<file path="config.mk">
export PLATFORM = sky130hd
export DESIGN_NAME = cache_axi_bridge_n
export DESIGN_NICKNAME = d
export VERILOG_FILES = /design/src/rtl/cache_axi_bridge_n.sv
export SDC_FILE = /design/constraint.sdc
export NUM_CORES = 1
export LEC_CHECK = 0
export ABC_AREA = 1
export BUFFER_PORTS_ARGS = -buffer_cell sky130_fd_sc_hd__buf_2
export CORE_AREA = 2 2 187 189
export CTS_CLUSTER_SIZE = 16
export DETAILED_ROUTE_END_ITERATION = 8
export DIE_AREA = 0 0 189 191
export PLACE_DENSITY = 0.68
export RECOVER_POWER = 25
export SLEW_MARGIN = 20
export SYNTH_ARGS = -nofsm -noshare
export SYNTH_HDL_FRONTEND = slang
export SYNTH_SLANG_ARGS = --single-unit
</file>
<file path="constraint.sdc">
create_clock -name aclk -period 3.3 [get_ports aclk]
set_clock_uncertainty 0.2 [all_clocks]
set_input_delay 0.33 -clock aclk [delete_from_list [all_inputs] [get_ports aclk]]
set_output_delay 0.33 -clock aclk [all_outputs]
set_load 0.005 [all_outputs]
</file>
<file path="src/rtl/cache_axi_bridge_n.sv">
// cache_axi_bridge_n: NUM_RD cache read clients + one line-write port onto
// a single AXI3 master. Reads are tagged arid=client and routed back by rid.
// Ports: aclk/aresetn; rd_req/rd_type/rd_addr/rd_rdy per client;
//        ret_valid/ret_last/ret_data; wr_req/wr_type/wr_addr/wr_wstrb/
//        wr_data/wr_rdy; AXI3 AR/R/AW/W/B master channels (4-bit ids).
// Option: CACHE_BRIDGE_RR_ARB_EN selects round-robin read arbitration,
//         otherwise lowest-index eligible client wins.
module cache_axi_bridge_n #(
    parameter int NUM_RD     = 2,
    parameter int LINE_WORDS = 4
) (
    input  logic                    aclk,
    input  logic                    aresetn,
    input  logic [NUM_RD-1:0]       rd_req,
    input  logic [3*NUM_RD-1:0]     rd_type,
    input  logic [32*NUM_RD-1:0]    rd_addr,
    output logic [NUM_RD-1:0]       rd_rdy,
    output logic [NUM_RD-1:0]       ret_valid,
    output logic                    ret_last,
    output logic [31:0]             ret_data,
    input  logic                    wr_req,
    input  logic [2:0]              wr_type,
    input  logic [31:0]             wr_addr,
    input  logic [3:0]              wr_wstrb,
    input  logic [32*LINE_WORDS-1:0] wr_data,
    output logic                    wr_rdy,
    output logic [3:0]              arid,
    output logic [31:0]             araddr,
    output logic [3:0]              arlen,
    output logic [2:0]              arsize,
    output logic [1:0]              arburst,
    output logic [1:0]              arlock,
    output logic [3:0]              arcache,
    output logic [2:0]              arprot,
    output logic                    arvalid,
    input  logic                    arready,
    input  logic [3:0]              rid,
    input  logic [31:0]             rdata,
    input  logic [1:0]              rresp,
    input  logic                    rlast,
    input  logic                    rvalid,
    output logic                    rready,
    output logic [3:0]              awid,
    output logic [31:0]             awaddr,
    output logic [3:0]              awlen,
    output logic [2:0]              awsize,
    output logic [1:0]              awburst,
    output logic [1:0]              awlock,
    output logic [3:0]              awcache,
    output logic [2:0]              awprot,
    output logic                    awvalid,
    input  logic                    awready,
    output logic [3:0]              wid,
    output logic [31:0]             wdata,
    output logic [3:0]              wstrb,
    output logic                    wlast,
    output logic                    wvalid,
    input  logic                    wready,
    input  logic [3:0]              bid,
    input  logic [1:0]              bresp,
    input  logic                    bvalid,
    output logic                    bready
);
    localparam int LINE_OFF = $clog2(LINE_WORDS) + 2;

    typedef enum logic [1:0] {W_IDLE, W_SEND, W_RESP} wst_e;

    wst_e                    wst_q, wst_d;
    logic                    live_q;
    logic                    ar_full_q;
    logic [3:0]              ar_id_q, ar_len_q;
    logic [31:0]             ar_addr_q;
    logic [2:0]              ar_size_q;
    logic [NUM_RD-1:0]       busy_q, busy_d;
    logic [31:0]             wa_q;
    logic                    wline_q;
    logic [2:0]              wsize_q;
    logic [3:0]              wstrb_q, beat_q;
    logic [32*LINE_WORDS-1:0] wdata_q;
    logic                    aw_done_q, w_done_q;

    logic [NUM_RD-1:0]       hazard, elig;
    logic [31-LINE_OFF:0]    rline;
    logic                    gnt_v, accept, wr_acc, wr_pend;
    logic [3:0]              gnt;
    logic [2:0]              sel_type;
    logic [31:0]             sel_addr;
    logic                    unused_ok;

    assign unused_ok = &{1'b0, rresp, bresp, bid};

    assign rready  = 1'b1;
    assign bready  = 1'b1;
    assign arburst = 2'b01;
    assign arlock  = 2'b00;
    assign arcache = 4'h0;
    assign arprot  = 3'h0;
    assign awburst = 2'b01;
    assign awlock  = 2'b00;
    assign awcache = 4'h0;
    assign awprot  = 3'h0;
    assign awid    = 4'(NUM_RD);
    assign wid     = 4'(NUM_RD);

    assign wr_pend = (wst_q != W_IDLE);
    assign wr_rdy  = live_q && (wst_q == W_IDLE);
    assign wr_acc  = wr_req && wr_rdy;

    // A read to the line being written (or being accepted for write this
    // cycle) must wait until the B response retires the write.
    always_comb begin
        hazard = '0;
        rline  = '0;
        for (int i = 0; i < NUM_RD; i++) begin
            rline = rd_addr[i*32+LINE_OFF +: 32-LINE_OFF];
            hazard[i] = (wr_pend && rline == wa_q[31:LINE_OFF])
                     || (wr_acc && rline == wr_addr[31:LINE_OFF]);
        end
    end

    assign elig = rd_req & ~busy_q & ~hazard;

`ifdef CACHE_BRIDGE_RR_ARB_EN
    logic [3:0] rr_ptr_q;
    always_comb begin
        gnt_v = 1'b0;
        gnt   = '0;
        // Scan from the farthest offset down so the nearest to ptr wins.
        for (int k = NUM_RD-1; k >= 0; k--) begin
            int idx;
            idx = (int'(rr_ptr_q) + k) % NUM_RD;
            if (elig[idx]) begin
                gnt_v = 1'b1;
                gnt   = 4'(idx);
            end
        end
    end
`else
    always_comb begin
        gnt_v = 1'b0;
        gnt   = '0;
        for (int k = NUM_RD-1; k >= 0; k--) begin
            if (elig[k]) begin
                gnt_v = 1'b1;
                gnt   = 4'(k);
            end
        end
    end
`endif

    always_comb begin
        rd_rdy = '0;
        for (int i = 0; i < NUM_RD; i++) begin
            rd_rdy[i] = live_q && !ar_full_q && gnt_v && (gnt == 4'(i));
        end
    end

    assign accept   = |(rd_req & rd_rdy);
    assign sel_type = rd_type[int'(gnt)*3 +: 3];
    assign sel_addr = rd_addr[int'(gnt)*32 +: 32];

    always_comb begin
        busy_d = busy_q;
        for (int i = 0; i < NUM_RD; i++) begin
            if (rvalid && rlast && rid == 4'(i)) busy_d[i] = 1'b0;
            if (accept && gnt == 4'(i)) busy_d[i] = 1'b1;
        end
    end

    always_ff @(posedge aclk or negedge aresetn) begin
        if (!aresetn) begin
            live_q    <= 1'b0;
            ar_full_q <= 1'b0;
            ar_id_q   <= '0;
            ar_addr_q <= '0;
            ar_len_q  <= '0;
            ar_size_q <= '0;
            busy_q    <= '0;
        end else begin
            live_q <= 1'b1;
            busy_q <= busy_d;
            if (accept) begin
                ar_full_q <= 1'b1;
                ar_id_q   <= gnt;
                if (sel_type[2]) begin
                    ar_addr_q <= {sel_addr[31:LINE_OFF], {LINE_OFF{1'b0}}};
                    ar_len_q  <= 4'(LINE_WORDS-1);
                    ar_size_q <= 3'd2;
                end else begin
                    ar_addr_q <= sel_addr;
                    ar_len_q  <= 4'd0;
                    ar_size_q <= {1'b0, sel_type[1:0]};
                end
            end else if (arready) begin
                ar_full_q <= 1'b0;
            end
        end
    end

`ifdef CACHE_BRIDGE_RR_ARB_EN
    always_ff @(posedge aclk or negedge aresetn) begin
        if (!aresetn) begin
            rr_ptr_q <= '0;
        end else if (accept) begin
            rr_ptr_q <= (int'(gnt) + 1 == NUM_RD) ? 4'd0 : gnt + 4'd1;
        end
    end
`endif

    assign arvalid = ar_full_q;
    assign arid    = ar_id_q;
    assign araddr  = ar_addr_q;
    assign arlen   = ar_len_q;
    assign arsize  = ar_size_q;

    always_comb begin
        ret_valid = '0;
        for (int i = 0; i < NUM_RD; i++) begin
            ret_valid[i] = rvalid && (rid == 4'(i));
        end
    end
    assign ret_last = rlast;
    assign ret_data = rdata;

    assign awvalid = (wst_q == W_SEND) && !aw_done_q;
    assign wvalid  = (wst_q == W_SEND) && !w_done_q;
    assign awaddr  = wa_q;
    assign awlen   = wline_q ? 4'(LINE_WORDS-1) : 4'd0;
    assign awsize  = wline_q ? 3'd2 : wsize_q;
    assign wdata   = wdata_q[int'(beat_q)*32 +: 32];
    assign wstrb   = wline_q ? 4'hF : wstrb_q;
    assign wlast   = wline_q ? (beat_q == 4'(LINE_WORDS-1)) : 1'b1;

    always_comb begin
        wst_d = wst_q;
        unique case (wst_q)
            W_IDLE: if (wr_acc) wst_d = W_SEND;
            W_SEND: begin
                if ((aw_done_q || awready) &&
                    (w_done_q || (wready && wlast))) wst_d = W_RESP;
            end
            W_RESP: if (bvalid) wst_d = W_IDLE;
            default: wst_d = W_IDLE;
        endcase
    end

    always_ff @(posedge aclk or negedge aresetn) begin
        if (!aresetn) wst_q <= W_IDLE;
        else          wst_q <= wst_d;
    end

    always_ff @(posedge aclk or negedge aresetn) begin
        if (!aresetn) begin
            wa_q      <= '0;
            wline_q   <= 1'b0;
            wsize_q   <= '0;
            wstrb_q   <= '0;
            wdata_q   <= '0;
            aw_done_q <= 1'b0;
            w_done_q  <= 1'b0;
            beat_q    <= '0;
        end else if (wr_acc) begin
            wa_q      <= wr_type[2] ?
                         {wr_addr[31:LINE_OFF], {LINE_OFF{1'b0}}} : wr_addr;
            wline_q   <= wr_type[2];
            wsize_q   <= {1'b0, wr_type[1:0]};
            wstrb_q   <= wr_wstrb;
            wdata_q   <= wr_data;
            aw_done_q <= 1'b0;
            w_done_q  <= 1'b0;
            beat_q    <= '0;
        end else if (wst_q == W_SEND) begin
            if (awvalid && awready) aw_done_q <= 1'b1;
            if (wvalid && wready) begin
                if (wlast) w_done_q <= 1'b1;
                else       beat_q   <= beat_q + 4'd1;
            end
        end
    end
endmodule
</file>
==> impl_metrics.toml, run 1 <==
[yosys]
synth_top_area_share_pct = 44.8
synth_ff_type = "dfrtp_1"
avgSynthCellArea_um2 = 7.10
ys_ff_latch = 215
synth_area_um2 = 12000
ys_warn_count = 0
synth.mux.area_fraction_pct = 0.0938
synthSimpleGateAreaFrac_pct = 32.5
synthCells = 1691
synth-edff-count = 0
synthAdderAreaFrac_pct = 0.104
ys_seq_area_share_pct = 44.8
async_reset_ff_share_pct = 100
synth_top_family_by_area = "simple AND/OR/NAND/NOR gates"
synth_cell_types = 36
synth_compound_area_share_pct = 7.12
synthTopCellsByArea = "dfrtp_1 (45%), nand2_1 (23%), nor2_1 (6.1%), buf_4 (5.1%), o21ai_0 (4.9%)"
synth_xor_area_share_pct = 4.67
yosysTopAreaCell = "dfrtp_1"

[pwr]
power_density_nw_per_um2 = 822
finalPower_mw = 14.1
max-vdd-ir-drop_v = 0.000560
static-leakage-power_nw = 9.23

[routing]
totalWireLength_um = 46500
detailedRoute.firstPassIterationCount = 5
wl_per_cell_um = 17.1
ant_nets = 0
via_per_inst = 4.76
drt_iter0_drc = 843
drc_errors = 0
dr_total_vias = 12899

[clocking]
cts_made_buffers = 27
clock-sinks = 215
cts_max_level = 1
cts_tree = "built"
cts-root-buf = "clkbuf_16"
clockBufferDepth = 3
path_clk_slew_ns = 0.05
clock_latency_ns = 0.54

[timing]
slew-limit-headroom_pct = -11.9
setup_violations = 0
drv_slew = 56
rsz0062_at_grt = "no"
period_needed_ns = 3.10
finalHoldViolCount = 0
period_share_pct = 93.9
fmax_mhz = 323
tightest_slew_ns = 1.68
totalNegativeSetupSlack_ns = 0

[setup_path]
rrSetupSlack_ns = 0.23
rr_startpoint = "wst_q[1]"
critical_path_arrival_ns = 2.57
startpoint = "wst_q[1]"
crit_fanout = 12
worstSetupPathType = "register to output pin"
crit_path_end_kind = "output pin"
crit_required_ns = 2.77
critPathMaxStageDelay_ns = 0.43
crit_chain = "nor3_4 > nand2_8 > inv_4 > nand2_1 > nor2_1 > nand2_1 > nor2_2 > nor2_4 > nand2_4 > clkinv_8 > nand2_1 > inv_1 > buf_2"
cp_slowest_cell = "dfrtp_1"
crit_top_cell = "nand2_1"
crit_path_start_kind = "register"

[floorplanning]
fp.coreArea_um2 = 34100
row_count = 68
die_w_um = 189
dieHeight_um = 191
initial_utilization_pct = 35.2
boundaryPins = 484
dieArea_um2 = 36100

[run_status]
violations = "capacitance limit, slew limit"
status = "finished, violations left"

[cells_and_area]
drive_above_1_share_pct = 20.5
final_net_count = 2528
mostFrequentLayoutCells = "nand2_1 (724), buf_2 (369), dlygate4sd3_1 (228), dfrtp_1 (214), nor2_1 (194)"
final_common_cell = "nand2_1"
area_growth_pct = 42.6

[grt]
grt-ovfl-total = 0
antenna_found_initial = 4
grt_max_degree = 174
grt_usage_pct = 24.8
grt_pass1_vias = 12869
grt_first_pass_wirelength_um = 70300

[run]
drv_cap = 1

[min_path]
min_path_type = "primary input to register"
hold_start = "rd_addr[44]"

[placed_design]
port_buffers = 370
gp_congestion = 0.897
hpwl_um = 30900
[stage by stage]
stage	hold WS [ns]	util [%]	cell area (um^2)	cells	worst slack, ns
floorplan	-0.166	-	12200	1731	1.11
finish	0.0276	50.2	17100	2710	0.201
CTS	0.000660	50.0	17100	2700	0.0304
global route	0.0442	50.2	17100	2710	0.00824
detailed placement	0.0951	40.8	13900	2427	0.479
global placement	0.0963	40.8	13900	2427	0.485
[metal layers]
layer,up-vias,wire (um),track usage [%]
met4,0,2370,12.1
li1,6174,-,-
met5,-,0,0
met3,131,3700,5.25
met2,590,22900,43.9
met1,6004,17500,28.5
[cell usage after synthesis (2+ instances only)]
cell type and instances:
o21ai_1 2, a21oi_1 36, inv_1 97, o21ai_0 118
buf_1 6, buf_4 82, xor2_1 34, nand3_1 35
nand2_2 4, or2_2 6, xnor2_1 30, buf_2 3
nand2_1 724, nor3_1 4, nand4_1 16, inv_2 3
nor2_1 195, nand2_4 2, clkbuf_1 56, nand3b_1 2
conb_1 2, a22o_1 4, buf_6 3, dfrtp_1 215
[power breakdown]
group / total [mW] / internal, mW / switching [mW]
registers: 4.81 / 3.93 / 0.882
logic: 6.31 / 2.62 / 3.69
clock network: 2.95 / 1.75 / 1.19
total: 14.1 / 8.31 / 5.77
[cells by family after synthesis]
logic type / Yosys count
XOR/XNOR: 64
AO/OA/AOI/OAI: 164
AND/OR/NAND/NOR: 993
adder cells (fa/ha/maj): 1
other: 2
buffers and inverters: 251
flip-flops: 215
multiplexers: 1
[final timing paths]
kind / cells past startpoint / to
max in group asynchronous: 3 / wdata_q[54]
worst min register to register: 2 / arid[0]
worst max register to register: 16 / arsize[1]
worst min-delay path: 5 / araddr[12]
worst max-delay path: 13 / rd_rdy[1]
min in group asynchronous: 2 / wdata_q[49]
[state kept, by name, summed over array words and instances (netlist names), 2 cells and up]
register and cells:
awaddr 32, wst_q 2, beat_q 4, arsize 2
wdata_q 128, busy_q 2, araddr 32, wsize_q 2
wstrb_q 4
[cell type report]
class / count / area, um^2
Inverter: 100 / 390
Sequential cell: 215 / 5380
Antenna cell: 4 / 10.0
Tap cell: 455 / 569
Multi-Input combinational cell: 1265 / 5520
Clock inverter: 10 / 113
Fill cell: 3231 / 17000
Timing Repair Buffer: 626 / 4390
Clock buffer: 35 / 756
[worst max-delay path: cells and delay by family (launching register included)]
kind                   cells  cell delay (ns)
DFF                        1             0.43
and+or+nand+nor            9             1.25
buffers and inverters      4             0.37
[repair_timing]
action,in CTS,in global routing
hold buffers,228,0
gates resized for setup,2,7
pin swaps,0,2
setup buffers,0,6
hold endpoints to repair,295,0
endpoints found under the setup margin,1,17
Note: power is estimated with default switching activity, not from simulation.
==> run 2: changes to the inputs <==
- ABC_AREA: 1 -> not set
- CORE_AREA: 2 2 187 189 -> 2 2 188 190
- DIE_AREA: 0 0 189 191 -> 0 0 190 192
- PLACE_DENSITY: 0.68 -> 0.66
==> run 2 against run 1 <==
  * The flow still finishes with violations (capacitance limit, slew limit)
  * Fmax decreased by 1.5%
  * Wire length decreased by 13%
  * Utilization decreased by 2.6 points
  * Via count decreased by 17%
  * Power decreased by 12%
  * Flip-flop and latch count unchanged
==> impl_metrics.toml, run 2 <==
[setup_path]
critical_path_arrival_ns = 2.62
crit_fanout = 3
startpoint = "wr_addr[17]"
crit_path_start_kind = "primary input"
worstSetupPathType = "primary input to output pin"
crit_path_end_kind = "output pin"
crit_required_ns = 2.77
rr_startpoint = "wst_q[1]"

[timing]
drv_slew = 68
tightest_slew_ns = 1.86
hold_slack_ns = 0.0500
setup_violations = 0
slew-limit-headroom_pct = -23.7
finalHoldViolCount = 0
fmax_mhz = 318
period_share_pct = 95.4
totalNegativeSetupSlack_ns = 0
period_needed_ns = 3.15
rsz0062_at_grt = "no"

[routing]
totalWireLength_um = 40600
drc_errors = 0
dr_total_vias = 10705
detailedRoute.firstPassIterationCount = 5
wl_per_cell_um = 18.1
via_per_inst = 4.76
drt_iter0_drc = 522
ant_nets = 0

[yosys]
async_reset_ff_share_pct = 100
synthSimpleGateAreaFrac_pct = 23.9
synthAdderAreaFrac_pct = 0.110
synth_most_common_cell = "nand2_1"
ys_warn_count = 0
synth_area_um2 = 11400
synth_cell_types = 44
synth.mux.area_fraction_pct = 6.41
ys_top_cells_by_count = "nand2_1 (505), dfrtp_1 (215), buf_4 (77), xnor2_1 (60), xor2_1 (55)"
ys_ff_latch = 215
synth_xor_area_share_pct = 8.84
synthTopCellsByArea = "dfrtp_1 (47%), nand2_1 (17%), mux4_2 (6.3%), buf_4 (5.1%), xnor2_1 (4.6%)"
synth_top_area_share_pct = 47.2
synth_ff_type = "dfrtp_1"
synth_compound_area_share_pct = 4.38
yosysTopAreaCell = "dfrtp_1"
synthCells = 1242
synth-edff-count = 0
avgSynthCellArea_um2 = 9.18
synth_top_family_by_area = "simple AND/OR/NAND/NOR gates"
ys_seq_area_share_pct = 47.2

[grt]
antenna_found_initial = 2
grt_pass1_vias = 11161
use_met2_pct = 38.7
met3_usage_pct = 4.17
grt_use_met1_pct = 25.5
grt-ovfl-total = 0
grt_first_pass_wirelength_um = 61600
busiest_layer = "met2"
grt_max_degree = 174
grt_usage_pct = 21.7

[floorplanning]
boundaryPins = 484
dieHeight_um = 192
fp.coreArea_um2 = 34300
row_count = 68
die_w_um = 190
dieArea_um2 = 36500
initial_utilization_pct = 33.2

[pwr]
pwr-share-seq_pct = 38.9
switching_share_pct = 35.8
p_clk_share_pct = 22.7
power_density_nw_per_um2 = 760
static-leakage-power_nw = 8.34
max-vdd-ir-drop_v = 0.000510
switching_power_mw = 4.45
pwr-share-comb_pct = 38.4
internal-power_mw = 7.97

[clocking]
clockBufferDepth = 3
cts_max_level = 1
clock_latency_ns = 0.54
clock-sinks = 215
cts_made_buffers = 25
path_clk_slew_ns = 0.06
cts-root-buf = "clkbuf_16"
cts_tree = "built"

[min_path]
min_path_type = "primary input to register"
hold_start = "rd_type[2]"

[placed_design]
port_buffers = 370
gp_congestion = 0.941
hpwl_um = 27200

[cells_and_area]
largest_reg_flops = 128
drive_above_1_share_pct = 26.5
area_growth_pct = 43.3
final_net_count = 2065
nFillCells = 3105
mostFrequentLayoutCells = "nand2_1 (505), buf_2 (369), dlygate4sd3_1 (214), dfrtp_1 (213), xnor2_1 (59)"
final_common_cell = "nand2_1"
largest-register = "wdata_q"

[run]
drv_cap = 1

[run_status]
status = "finished, violations left"
violations = "capacitance limit, slew limit"
==> run 2: cell count changes in the layout (fill, tap and decap cells not counted), sizes merged, moves of 21 or more <==
cell / change
a221o: +34
xnor2: +30
inv: -58
nand3: -33
mux4: +32
xor2: +21
nor2: -184
o21ai: -118
nor2b: +36
a21oi: -34
nand2: -225
nor3: +27
nor4: +23
==> run 2: critical path, stage by stage <==
cell and delay (ns):
dlygate4sd3_1 0.54, buf_2 0.15, xnor2_1 0.30, nand4_1 0.16, nor4_1 0.40, nand2_1 0.23, a211oi_4 0.31, buf_2 0.18
==> run 2: final timing paths <==
path / endpoint / slack [ns] / depth (start not counted)
setup / recovery: rd_rdy[1] / 0.15 / 8
hold / removal: arsize[1] / 0.05 / 3
setup reg to reg: awaddr[3] / 0.37 / 6
hold reg to reg: wstrb_q[1] / 0.27 / 2
max in group asynchronous: wdata_q[7] / 1.00 / 3
min in group asynchronous: awaddr[31] / 0.64 / 2
==> run 2: per-stage QoR <==
step | utilization, % | setup WS, ns | cells | area [um^2] | power, mW
after global placement | 39.0 | 0.500 | 1985 | 13400 | 9.21
after floorplan | - | 0.980 | 1282 | 11500 | 7.40
after CTS | 47.6 | 0.0202 | 2244 | 16300 | 12.4
after global routing | 47.6 | 0.000898 | 2247 | 16300 | 13.3
final | 47.6 | 0.153 | 2247 | 16300 | 12.4
after detailed placement | 39.0 | 0.480 | 1985 | 13400 | 9.34
==> run 2: repair_timing <==
| item | 4_1_cts | 5_1_grt |
|---|---|---|
| resized for setup | 1 | 1 |
| setup buffers | 0 | 1 |
| pin swaps | 0 | 1 |
| endpoints found under the setup margin | 1 | 2 |
| hold endpoints to repair | 276 | 0 |
| cloned | 0 | 0 |
| hold buffers | 214 | 0 |
==> run 2: routing by layer <==
metal | wire, um | vias up
met1 | 15600 | 5146
met5 | 0 | -
met3 | 2920 | 95
met4 | 1800 | 0
li1 | - | 4978
met2 | 20200 | 486
==> run 2: logic make-up after synthesis <==
family / Yosys count
multiplexers: 33
flip-flops: 215
other: 2
buffers and inverters: 181
AO/OA/AOI/OAI: 51
AND/OR/NAND/NOR: 644
XOR/XNOR: 115
adder cells (fa/ha/maj): 1
==> run 2: cell type report <==
class | count | area [um^2] | area share, %
diodes | 2 | 5.00 | 0.0306
clock buffers | 36 | 687 | 4.20
clock inverters | 9 | 135 | 0.827
inverters | 41 | 154 | 0.942
multi-input cells | 886 | 5170 | 31.6
flip-flops and latches | 215 | 5380 | 33.0
well taps | 455 | 569 | 3.48
repair buffers | 603 | 4240 | 25.9
==> run 2: power groups by stage <==
| stage | sequential [mW] | combinational [mW] | clock (mW) |
|---|---|---|---|
| global placement | 4.78 | 4.43 | 0 |
| floorplan | 4.60 | 2.80 | 0 |
| global route | 4.97 | 5.30 | 3.00 |
| finish | 4.83 | 4.77 | 2.82 |
| detailed placement | 4.84 | 4.50 | 0 |
| CTS | 4.80 | 4.73 | 2.90 |
==> run 3: changes to the inputs <==
- PLACE_DENSITY: 0.66 -> 0.68
- clock period: 3.3 -> 2.8 ns (I/O delays scaled with it)
==> run 3 against run 2 <==
  * The run ends with slew limit, setup timing left
  * Largest power group is now combinational logic
  * Largest cell class unchanged
  * Flip-flop and latch count is the same
  * First-iteration DRC count grew 26%
  * Power grew 21%
==> impl_metrics.toml, run 3 (same netlist as run 2, synthesis figures left out) <==
[routing]
via_per_inst = 4.87
dr_total_vias = 11121
wl_per_cell_um = 18.9
ant_nets = 0
drc_errors = 0
drt_iter0_drc = 656
detailedRoute.firstPassIterationCount = 5
totalWireLength_um = 43200

[placed_design]
gp_congestion = 0.997
port_buffers = 370
placedCellCount = 2006
dp_slack_ns = 0.0483
hpwl_um = 27300

[cells_and_area]
area_growth_pct = 47.7
final_net_count = 2100
drive_above_1_share_pct = 28.8
largest_reg_flops = 128
mostFrequentLayoutCells = "nand2_1 (505), buf_2 (367), dlygate4sd3_1 (217), dfrtp_1 (211)"
largest-register = "wdata_q"
final_common_cell = "nand2_1"
final_cells = 2285

[setup_path]
ff2ff_path_depth = 9
crit_path_end_kind = "output pin"
critPathBufInv = 2
cp_top_family = "compound AO/OA/AOI/OAI gates"
crit_required_ns = 2.32
crit_path_start_kind = "register"
crit_fanout = 3
critPathMaxStageDelay_ns = 0.42
cp_slowest_cell = "dfrtp_1"
critical_path_arrival_ns = 2.36
critical_path_depth = 7
crit_chain = "xnor2_2 > nand4_1 > nor4_2 > buf_4 > a311oi_4 > a211oi_4 > buf_6"
worstSetupPathType = "register to output pin"

[floorplanning]
dieArea_um2 = 36500
die_w_um = 190
row_count = 68
fp.coreArea_um2 = 34300
initial_utilization_pct = 33.2
boundaryPins = 484
dieHeight_um = 192

[pwr]
finalPower_mw = 15.0
power_density_nw_per_um2 = 893
max-vdd-ir-drop_v = 0.000572
static-leakage-power_nw = 8.61

[grt]
grt_max_degree = 174
grt_pass1_vias = 11634
grt_usage_pct = 22.8
grt_first_pass_wirelength_um = 64500
grt-ovfl-total = 0
antenna_found_initial = 4

[timing]
totalNegativeSetupSlack_ns = -0.0482
fmax_mhz = 352
slew-limit-headroom_pct = -0.895
tightest_slew_ns = 1.51
setup_violations = 2
finalHoldViolCount = 0
rsz0062_at_grt = "yes"
period_needed_ns = 2.84
period_share_pct = 102
drv_slew = 73
finalWorstSetupSlack_ns = -0.0447

[clocking]
clock_latency_ns = 0.55
clockBufferDepth = 3
clock-sinks = 215
cts-root-buf = "clkbuf_16"
cts_tree = "built"
cts_made_buffers = 25
cts_max_level = 1
path_clk_slew_ns = 0.06

[run_status]
violations = "slew limit, setup timing"
status = "finished, violations left"

[run]
drv_cap = 0

[min_path]
min_path_type = "primary input to register"
hold_depth = 4
[run 3: changes by cell type in the layout (fill, tap and decap cells not counted), moves of 3 or more]
cell           previous run  this run
xnor2_1                  59        53
clkinv_2                  5         9
clkbuf_1                  9         6
xnor2_2                   1         7
buf_4                    11        36
dlygate4sd3_1           214       217
[run 3: tightest hold or removal path, cell delays in order]
cell and delay (ns):
buf_2 0.10, inv_1 0.05, nor4_1 0.04, a221o_1 0.26
[run 3: worst paths after layout]
path / start / end / slack (ns)
worst max-delay path: awaddr[12] / rd_rdy[1] / -0.04
worst min-delay path: rd_addr[3] / araddr[3] / 0.03
worst max register to register: awaddr[10] / araddr[12] / 0.08
worst min register to register: wdata_q[64] / wdata_q[64] / 0.27
max in group asynchronous: aresetn / araddr[15] / 0.90
min in group asynchronous: aresetn / wstrb_q[3] / 0.44
[run 3: metal layers]
metal	routed length (um)	up-vias	part of all wire [%]	global-route usage, %
met5	0	-	0	0
met4	2500	0	5.8	12.3
met3	3390	137	7.9	4.29
met2	21600	625	50	40.6
met1	15700	5314	36	25.7
li1	-	5045	-	-
[run 3: area by class of cell]
cell class                 count  area (um^2)
inverter                      41          154
clock buffer                  31          678
clock inverter                15          150
tap                          455          569
antenna                        4         10.0
sequential                   215         5390
timing repair buffer         638         4610
multi-input combinational    886         5270
fill                        3002        17500
[run 3: what timing repair did]
action / CTS / global route
setup buffers: 10 / 0
setup endpoints to repair: 2 / 33
resized for setup: 20 / 2
endpoints found under the hold margin: 301 / 0
pin swaps: 17 / 6
cloned: 2 / 2
hold buffers: 217 / 0
[run 3: through the flow]
stage | area, um^2 | hold WS (ns) | utilization [%]
finish | 16800 | 0.0337 | 49.1
floorplan | 11500 | -0.216 | -
detailed placement | 13500 | 0.199 | 39.5
global placement | 13500 | 0.189 | 39.5
global route | 16800 | 0.0563 | 49.1
CTS | 16800 | 0.00626 | 49.0
[run 3: where the power goes]
group | switching [mW] | internal, mW | leakage (nW)
sequential | 1.14 | 4.60 | 2.67
clock | 1.42 | 1.92 | 0.415
combinational | 2.90 | 3.06 | 5.52
